## config.mk

```make
export PLATFORM = sky130hd
export DESIGN_NAME = rs_queue
export DESIGN_NICKNAME = d
export VERILOG_FILES = /design/src/rtl/rs_queue.sv
export SDC_FILE = /design/constraint.sdc
export NUM_CORES = 1
export LEC_CHECK = 0
export ABC_AREA = 1
export CORE_AREA = 2 2 193 195
export CTS_BUF_LIST = sky130_fd_sc_hd__clkbuf_4 sky130_fd_sc_hd__clkbuf_8
export CTS_CLUSTER_SIZE = 20
export DETAILED_ROUTE_END_ITERATION = 12
export DIE_AREA = 0 0 195 197
export MAX_ROUTING_LAYER = met4
export SETUP_SLACK_MARGIN = 0.05
export SLEW_MARGIN = 20
export SYNTH_ARGS = -nofsm -noshare
export SYNTH_HDL_FRONTEND = slang
export SYNTH_SLANG_ARGS = --single-unit
```

## constraint.sdc

```tcl
create_clock -name clk -period 6.74 [get_ports clk]
set_clock_uncertainty 0.05 [all_clocks]
set_input_delay 0.674 -clock clk [delete_from_list [all_inputs] [get_ports clk]]
set_output_delay 0.674 -clock clk [all_outputs]
set_load 0.02 [all_outputs]
```

## src/rtl/rs_queue.sv

```systemverilog
// rs_queue: generic reservation station. Holds renamed instructions until
// both sources are ready, snoops the CDB, and issues one per cycle.
//
// Ports:
//   clk, rst          clock, synchronous active-high reset
//   flush             invalidate every entry (mispredict)
//   dispatch_en       write dispatch_instr into the lowest free entry
//   dispatch_instr    incoming renamed instruction
//   src1/2_ready_in   busy-table readiness of prs1/prs2 at dispatch
//   rs_full           no free entry (registered state only)
//   cdb_valid/tag     completion broadcast for wakeup
//   issue_valid/instr lowest-index ready entry
//   issue_ready       functional unit accepts this cycle
//   occupancy         number of valid entries

package rs_pkg;
    localparam int PREG_BITS = 6;
    localparam int ROB_BITS  = 5;

    typedef struct packed {
        logic [PREG_BITS-1:0] prs1;
        logic [PREG_BITS-1:0] prs2;
        logic [PREG_BITS-1:0] prd;
        logic [ROB_BITS-1:0]  rob_tag;
    } renamed_instr_t;
endpackage

module rs_queue
    import rs_pkg::*;
#(
    parameter int DEPTH  = 8,
    parameter int PREG_W = PREG_BITS
) (
    input  logic                   clk,
    input  logic                   rst,
    input  logic                   flush,
    input  logic                   dispatch_en,
    input  renamed_instr_t         dispatch_instr,
    input  logic                   src1_ready_in,
    input  logic                   src2_ready_in,
    output logic                   rs_full,
    input  logic                   cdb_valid,
    input  logic [PREG_W-1:0]      cdb_tag,
    output logic                   issue_valid,
    output renamed_instr_t         issue_instr,
    input  logic                   issue_ready,
    output logic [$clog2(DEPTH):0] occupancy
);

    localparam int IDX_W = $clog2(DEPTH);
    localparam int OCC_W = IDX_W + 1;

    logic [DEPTH-1:0] valid_q;
    logic [DEPTH-1:0] rdy1_q;
    logic [DEPTH-1:0] rdy2_q;
    renamed_instr_t   payload_q [DEPTH];
    logic [OCC_W-1:0] occ_q;

    logic [DEPTH-1:0] ready_vec;
    logic [DEPTH-1:0] hit1;
    logic [DEPTH-1:0] hit2;
    logic [IDX_W-1:0] free_idx;
    logic [IDX_W-1:0] sel_idx;
    logic             sel_found;
    logic             din_hit1;
    logic             din_hit2;
    logic             alloc;
    logic             fire;

    always_comb begin
        for (int i = 0; i < DEPTH; i++) begin
            ready_vec[i] = valid_q[i] && rdy1_q[i] && rdy2_q[i];
            hit1[i] = cdb_valid
                && (cdb_tag == PREG_W'(payload_q[i].prs1));
            hit2[i] = cdb_valid
                && (cdb_tag == PREG_W'(payload_q[i].prs2));
        end
    end

    // Free slot and issue slot both come from pre-edge state, so a slot
    // freed by issue this cycle (still valid) is never picked for alloc.
    always_comb begin
        logic free_found;
        free_found = 1'b0;
        free_idx   = '0;
        sel_found  = 1'b0;
        sel_idx    = '0;
        for (int i = 0; i < DEPTH; i++) begin
            if (!free_found && !valid_q[i]) begin
                free_found = 1'b1;
                free_idx   = IDX_W'(i);
            end
            if (!sel_found && ready_vec[i]) begin
                sel_found = 1'b1;
                sel_idx   = IDX_W'(i);
            end
        end
    end

    assign din_hit1 = cdb_valid
        && (cdb_tag == PREG_W'(dispatch_instr.prs1));
    assign din_hit2 = cdb_valid
        && (cdb_tag == PREG_W'(dispatch_instr.prs2));

    assign rs_full     = (occ_q == OCC_W'(DEPTH));
    assign issue_valid = sel_found;
    assign issue_instr = sel_found ? payload_q[sel_idx] : '0;
    assign occupancy   = occ_q;

    assign alloc = dispatch_en && !rs_full && !flush;
    assign fire  = sel_found && issue_ready && !flush;

    always_ff @(posedge clk) begin
        if (rst || flush) begin
            valid_q <= '0;
            rdy1_q  <= '0;
            rdy2_q  <= '0;
            occ_q   <= '0;
        end else begin
            for (int i = 0; i < DEPTH; i++) begin
                if (valid_q[i] && hit1[i]) rdy1_q[i] <= 1'b1;
                if (valid_q[i] && hit2[i]) rdy2_q[i] <= 1'b1;
            end
            if (fire) begin
                valid_q[sel_idx] <= 1'b0;
                rdy1_q[sel_idx]  <= 1'b0;
                rdy2_q[sel_idx]  <= 1'b0;
            end
            if (alloc) begin
                valid_q[free_idx]   <= 1'b1;
                payload_q[free_idx] <= dispatch_instr;
                rdy1_q[free_idx]    <= src1_ready_in | din_hit1;
                rdy2_q[free_idx]    <= src2_ready_in | din_hit2;
            end
            occ_q <= occ_q + OCC_W'(alloc) - OCC_W'(fire);
        end
    end

endmodule
```

==> impl_metrics.tcl, run 1 <==
set metrics [dict create \
    cts_buffers 38 \
    hold_path_end "valid_q[0]$_SDFF_PP0_" \
    synth_top_area_share_pct 51.4 \
    pre_cts_slack_ps 2870 \
    use_met1_pct 22.1 \
    synth_cell_types 43 \
    routed_via_density 4.83 \
    syn_area_per_cell_um2 8.80 \
    synth.most_common_cell "nand2_1" \
    timing.slew.headroom_pct 48.4 \
    ys_seq_area_share_pct 56.6 \
    wl_um 33100 \
    syn_nets 1265 \
    htreeDepth 2 \
    ir_worst_vdd_mv 0.106 \
    grt_pass1_vias 8357 \
    cts_hold_buf 0 \
    busiest_layer "met2" \
    synth.top_cells.by_count "nand2_1 (394), edfxtp_1 (184), inv_1 (170), nand3_1 (87), nor2_1 (70)" \
    dpl.hpwl_um 21700 \
    maxSlewViolCount 0 \
    antenna_found_initial 1 \
    synthSimpleGateAreaFrac_pct 22.8 \
    path_max_fanout 131 \
    reg2reg_depth 15 \
    cts_tree "done" \
    finalPower_uw 2710 \
    clock_sinks 212 \
    setup.worst_path.start_class "register" \
    final_core_util_pct 34.8 \
    fmax_ghz 0.222 \
    async_flop_share_pct 0 \
    cp.arrival_ps 3780 \
    multi_input_area_um2 3750 \
    synth_edf_count 184 \
    post-route-min-period_ps 4500 \
    grtUsageMet3_pct 2.62 \
    synth_xor_area_share_pct 3.01 \
    core_um2 36300 \
    critPathKind "register to output port" \
    whs_path_depth 2 \
    io_pins 66 \
    grt-ovfl-total 0 \
    netlist_area_um2 10800 \
    grt_max_degree 132 \
    netlist_instances 1222 \
    final.setup.tns_ps 0 \
    synth.largest_area_cell "edfxtp_1" \
    cts_root_buffer "clkbuf_8" \
    nets 1336 \
    drtIter0Drc 859 \
    regArea_um2 6090 \
    muxShareOfSynthArea_pct 0 \
    cp.required_ps 6020 \
    postRouteAntennaNets 0 \
    synth-seq-cells 212 \
    postCtsSetupRepairBufs 0 \
    hold_path_class "register to register" \
    grtUsageTotal_pct 17.8 \
    num_rows 70 \
    synthAdderAreaFrac_pct 0.768 \
    yosysWarnings 0 \
    clk_latency_ps 540 \
    min_from "valid_q[0]$_SDFF_PP0_" \
    drive_gt1_share_pct 8.28 \
    port_buffers 65 \
    post_dp_cell_area_um2 11900 \
    clk_pin_slew_ps 60 \
    grt_pass1_wl_um 49900 \
    p_per_area_nw_per_um2 215 \
    fin_ws_ps 2240 \
    endpoint_kind "output port" \
    reg2reg_slack_ps 3500 \
    setup_violations 0 \
    synth_top_family_by_area "simple AND/OR/NAND/NOR gates" \
    p_leak_uw 0.00507 \
    ctsResizeCount 0 \
    min_period_over_period_pct 66.8 \
    cts_buffer_depth 3 \
    synth_ff_type "edfxtp_1" \
    dieWidth_um 195 \
    start_util_pct 29.7 \
    cap_violations 0 \
    synth-compound-area-share_pct 7.97 \
    fill_cells 3758 \
    status "finished clean" \
    r2r-end "occupancy[2]$_SDFF_PP0_" \
    rsz0062_at_grt "false" \
    dieArea_um2 38400 \
    synth_area_leaders "edfxtp_1 (51%), nand2_1 (14%), inv_1 (5.9%)" \
    area_growth_pct 17.2 \
    via_count 8620 \
    finalWeightedCongestion 0.956 \
    hold_viol_final 0 \
    met2_usage_pct 29.1 \
    fin_area_um2 12600 \
    dr.pass1.iters 5 \
    wl_per_cell_um 18.5 \
    drc 0 \
    rr_startpoint "valid_q[1]$_SDFF_PP0_" \
    tightest_slew_ps 771 \
    die_h_um 197 \
]
worst max path at each step:
stage,endpoint,cells past startpoint,from,slack (ps)
after global placement,issue_instr[20],14,valid_q[2]$_SDFF_PP0_,2960
after floorplan,payload_q[4][0]$_DFFE_PP_,9,occupancy[2]$_SDFF_PP0_,3780
final,issue_instr[20],14,valid_q[2]$_SDFF_PP0_,2240
after CTS,issue_instr[20],14,valid_q[1]$_SDFF_PP0_,2290
after detailed placement,issue_instr[20],14,valid_q[1]$_SDFF_PP0_,2870
after global routing,issue_instr[20],14,valid_q[1]$_SDFF_PP0_,2060
cells by family after synthesis:
group,Yosys count
flip-flops,212
AND/OR/NAND/NOR,595
adder cells (fa/ha/maj),6
buffers and inverters,228
XOR/XNOR,37
AO/OA/AOI/OAI,144
critical path, stage by stage (launching register included):
cell	delay (ps)
dfxtp_1	440
nand3_1	130
nand2_1	180
nor2_4	60
nand3_2	60
nand2_2	80
inv_2	490
o21ai_4	140
buf_12	250
nand2_1	170
o21ai_1	80
nand2_1	80
nand2_1	100
nor2_1	170
clkdlybuf4s50_1	630
cells in the final DEF (no fill, tap or decap), drive strengths merged, types with 8 or more instances in the layout:
master         instances
o21ai                 67
edfxtp               184
clkdlybuf4s50         65
nand2                398
a21oi                 25
nor3                  15
clkinv                11
o2111ai               10
inv                  175
buf                   19
nand4                  8
dfxtp                 28
nand3                 89
o22ai                 14
clkbuf                53
xnor2                 20
xor2                  17
nor2                  74
state kept, by name (all words and copies together) (netlist names):
name / cells
payload_q: 184
rdy1_q: 8
rdy2_q: 8
valid_q: 8
occupancy: 4
metrics by stage:
step,hold slack [ps],instances
floorplan,443,1222
global placement,478,1720
detailed placement,484,1721
CTS,496,1785
global route,538,1786
finish,503,1786
per-layer routing:
layer,routed length [µm],vias to the layer above
met2,15600,343
met4,1300,0
li1,-,4137
met5,0,-
met1,14000,4062
met3,2250,78
layout make-up:
cell class	instances	share of cell area [%]
Antenna cell	1	0.0198
Clock buffer	53	5.09
Clock inverter	11	0.516
Inverter	175	5.21
Multi-Input combinational cell	782	29.7
Sequential cell	212	48.2
Tap cell	468	4.64
Timing Repair Buffer	84	6.55
power by group:
group	internal, µW	switching (µW)	total (µW)
Clock	616	534	1150
Combinational	45.2	82.2	127
Sequential	1430	3.67	1440
Note: power is estimated with default switching activity, not from simulation.
==> run 2, diff against run 1 <==
- clock period: 6.74 -> 3.8 ns (I/O delays scaled with it)
==> impl_metrics.tcl, run 2 (synthesized netlist as in run 1, its figures left out) <==
set metrics [dict create \
    status "finished clean" \
    clock_sinks 212 \
    final.setup.tns_ps 0 \
    dr.pass1.iters 6 \
    cts_root_buffer "clkbuf_8" \
    maxSlewViolCount 0 \
    grt_pass1_vias 8405 \
    grt_max_degree 133 \
    antenna_found_initial 0 \
    hold_path_class "register to register" \
    nets 1350 \
    grtUsageTotal_pct 17.7 \
    post_dp_cell_area_um2 12000 \
    worstPathCellList "nand3_1 -> nand2_1 -> nor2_4 -> nand3_1 -> nor2_1 -> nand2_2 -> buf_4 -> nand3_1 -> nor2_1 -> clkdlybuf4s50_1" \
    drtIter0Drc 1021 \
    grt-ovfl-total 0 \
    critPathKind "register to output port" \
    grt_pass1_wl_um 49700 \
    path_max_fanout 17 \
    area_growth_pct 18.6 \
    finalWeightedCongestion 0.957 \
    slowest_stage "clkdlybuf4s50_1" \
    postRouteAntennaNets 0 \
    hold_viol_final 0 \
    htreeDepth 2 \
    antenna_cells 0 \
    cp.required_ps 3370 \
    port_buffers 65 \
    dieArea_um2 38400 \
    clk_latency_ps 550 \
    fmax_ghz 0.274 \
    slowest_delay_ps 660 \
    setup.worst_path.start_class "register" \
    fin_area_um2 12800 \
    routed_via_density 4.86 \
    core_um2 36300 \
    setup_violations 0 \
    cts_buffers 38 \
    cap_violations 0 \
    cts_tree "done" \
    post-route-min-period_ps 3650 \
    cp_common_cell "nand3_1" \
    cp.arrival_ps 3220 \
    ir_worst_vdd_mv 0.214 \
    layout_commonest_cell "nand2_1" \
    timing.slew.headroom_pct 53.1 \
    cts_buffer_depth 3 \
    layout_common_cells "nand2_1 (394), edfxtp_1 (184), inv_1 (170)" \
    io_pins 66 \
    dpl.hpwl_um 21900 \
    min_period_over_period_pct 96.0 \
    drive_gt1_share_pct 9.50 \
    wl_per_cell_um 19.0 \
    largest_reg_flops 184 \
    endpoint_kind "output port" \
    die_h_um 197 \
    rsz0062_at_grt "true" \
    start_util_pct 29.7 \
    regMostFlops "payload_q" \
    num_rows 70 \
    wl_um 34300 \
    p_per_area_nw_per_um2 383 \
    p_leak_uw 0.00516 \
    dieWidth_um 195 \
    drc 0 \
    tightest_slew_ps 702 \
    via_count 8775 \
    clk_pin_slew_ps 60 \
]
[run 2: cell count changes in the layout (fill, tap and decap cells not counted), sizes merged]
cell,change
buf,+13
diode,-1
clkbuf,+3
clkinv,+4
[run 2: timing repair]
item | 4_1_cts | 5_1_grt
hold buffers | 0 | 0
gates resized for setup | 0 | 6
setup buffers | 0 | 0
endpoints found under the setup margin | 0 | 23
[run 2: metal layers]
metal  up-vias  share of wire, %  track usage (%)
li1       4174                 -                -
met1      4179                42             21.7
met2       338                46             28.6
met3        84               6.5             2.84
met4         0               4.9             8.65
met5         -                 0                -
[run 2: worst max-delay path, delay by kind of cell, from the launching register on]
family	cells	cell delay, ps
buffers and inverters	2	1030
DFF	1	420
and+or+nand+nor	8	1230
[run 2: power breakdown]
group	leakage, µW	internal [µW]	total [µW]	switching, µW
Sequential	0.00188	2540	2550	6.49
Clock	0.000398	1130	2100	968
Combinational	0.00288	84.8	238	153
Total	0.00516	3760	4890	1130
[run 2: area by class of cell]
type,count,area [µm²]
Timing Repair Buffer,98,932
Multi-Input combinational cell,782,3750
Clock inverter,15,82.6
Clock buffer,55,663
Sequential cell,212,6090
Fill cell,3741,23500
Inverter,175,657
Tap cell,468,586
[run 2: path summary, 6_finish.rpt]
path	depth (start not counted)	startpoint	endpoint	slack (ps)
worst max-delay path	10	valid_q[3]$_SDFF_PP0_	issue_instr[20]	150
worst min-delay path	2	valid_q[0]$_SDFF_PP0_	valid_q[0]$_SDFF_PP0_	490
worst max register to register	15	valid_q[1]$_SDFF_PP0_	occupancy[2]$_SDFF_PP0_	880
worst min register to register	2	valid_q[0]$_SDFF_PP0_	valid_q[0]$_SDFF_PP0_	490
[run 2: through the flow]
stage	std cells	util [%]	setup WS, ps	total power [µW]	hold WS [ps]
CTS	1803	35.1	79.1	4940	491
floorplan	1222	-	841	2700	429
global placement	1733	33.0	686	2830	476
global route	1805	35.2	42.9	5050	517
finish	1805	35.2	151	4890	494
detailed placement	1733	33.0	669	2830	482
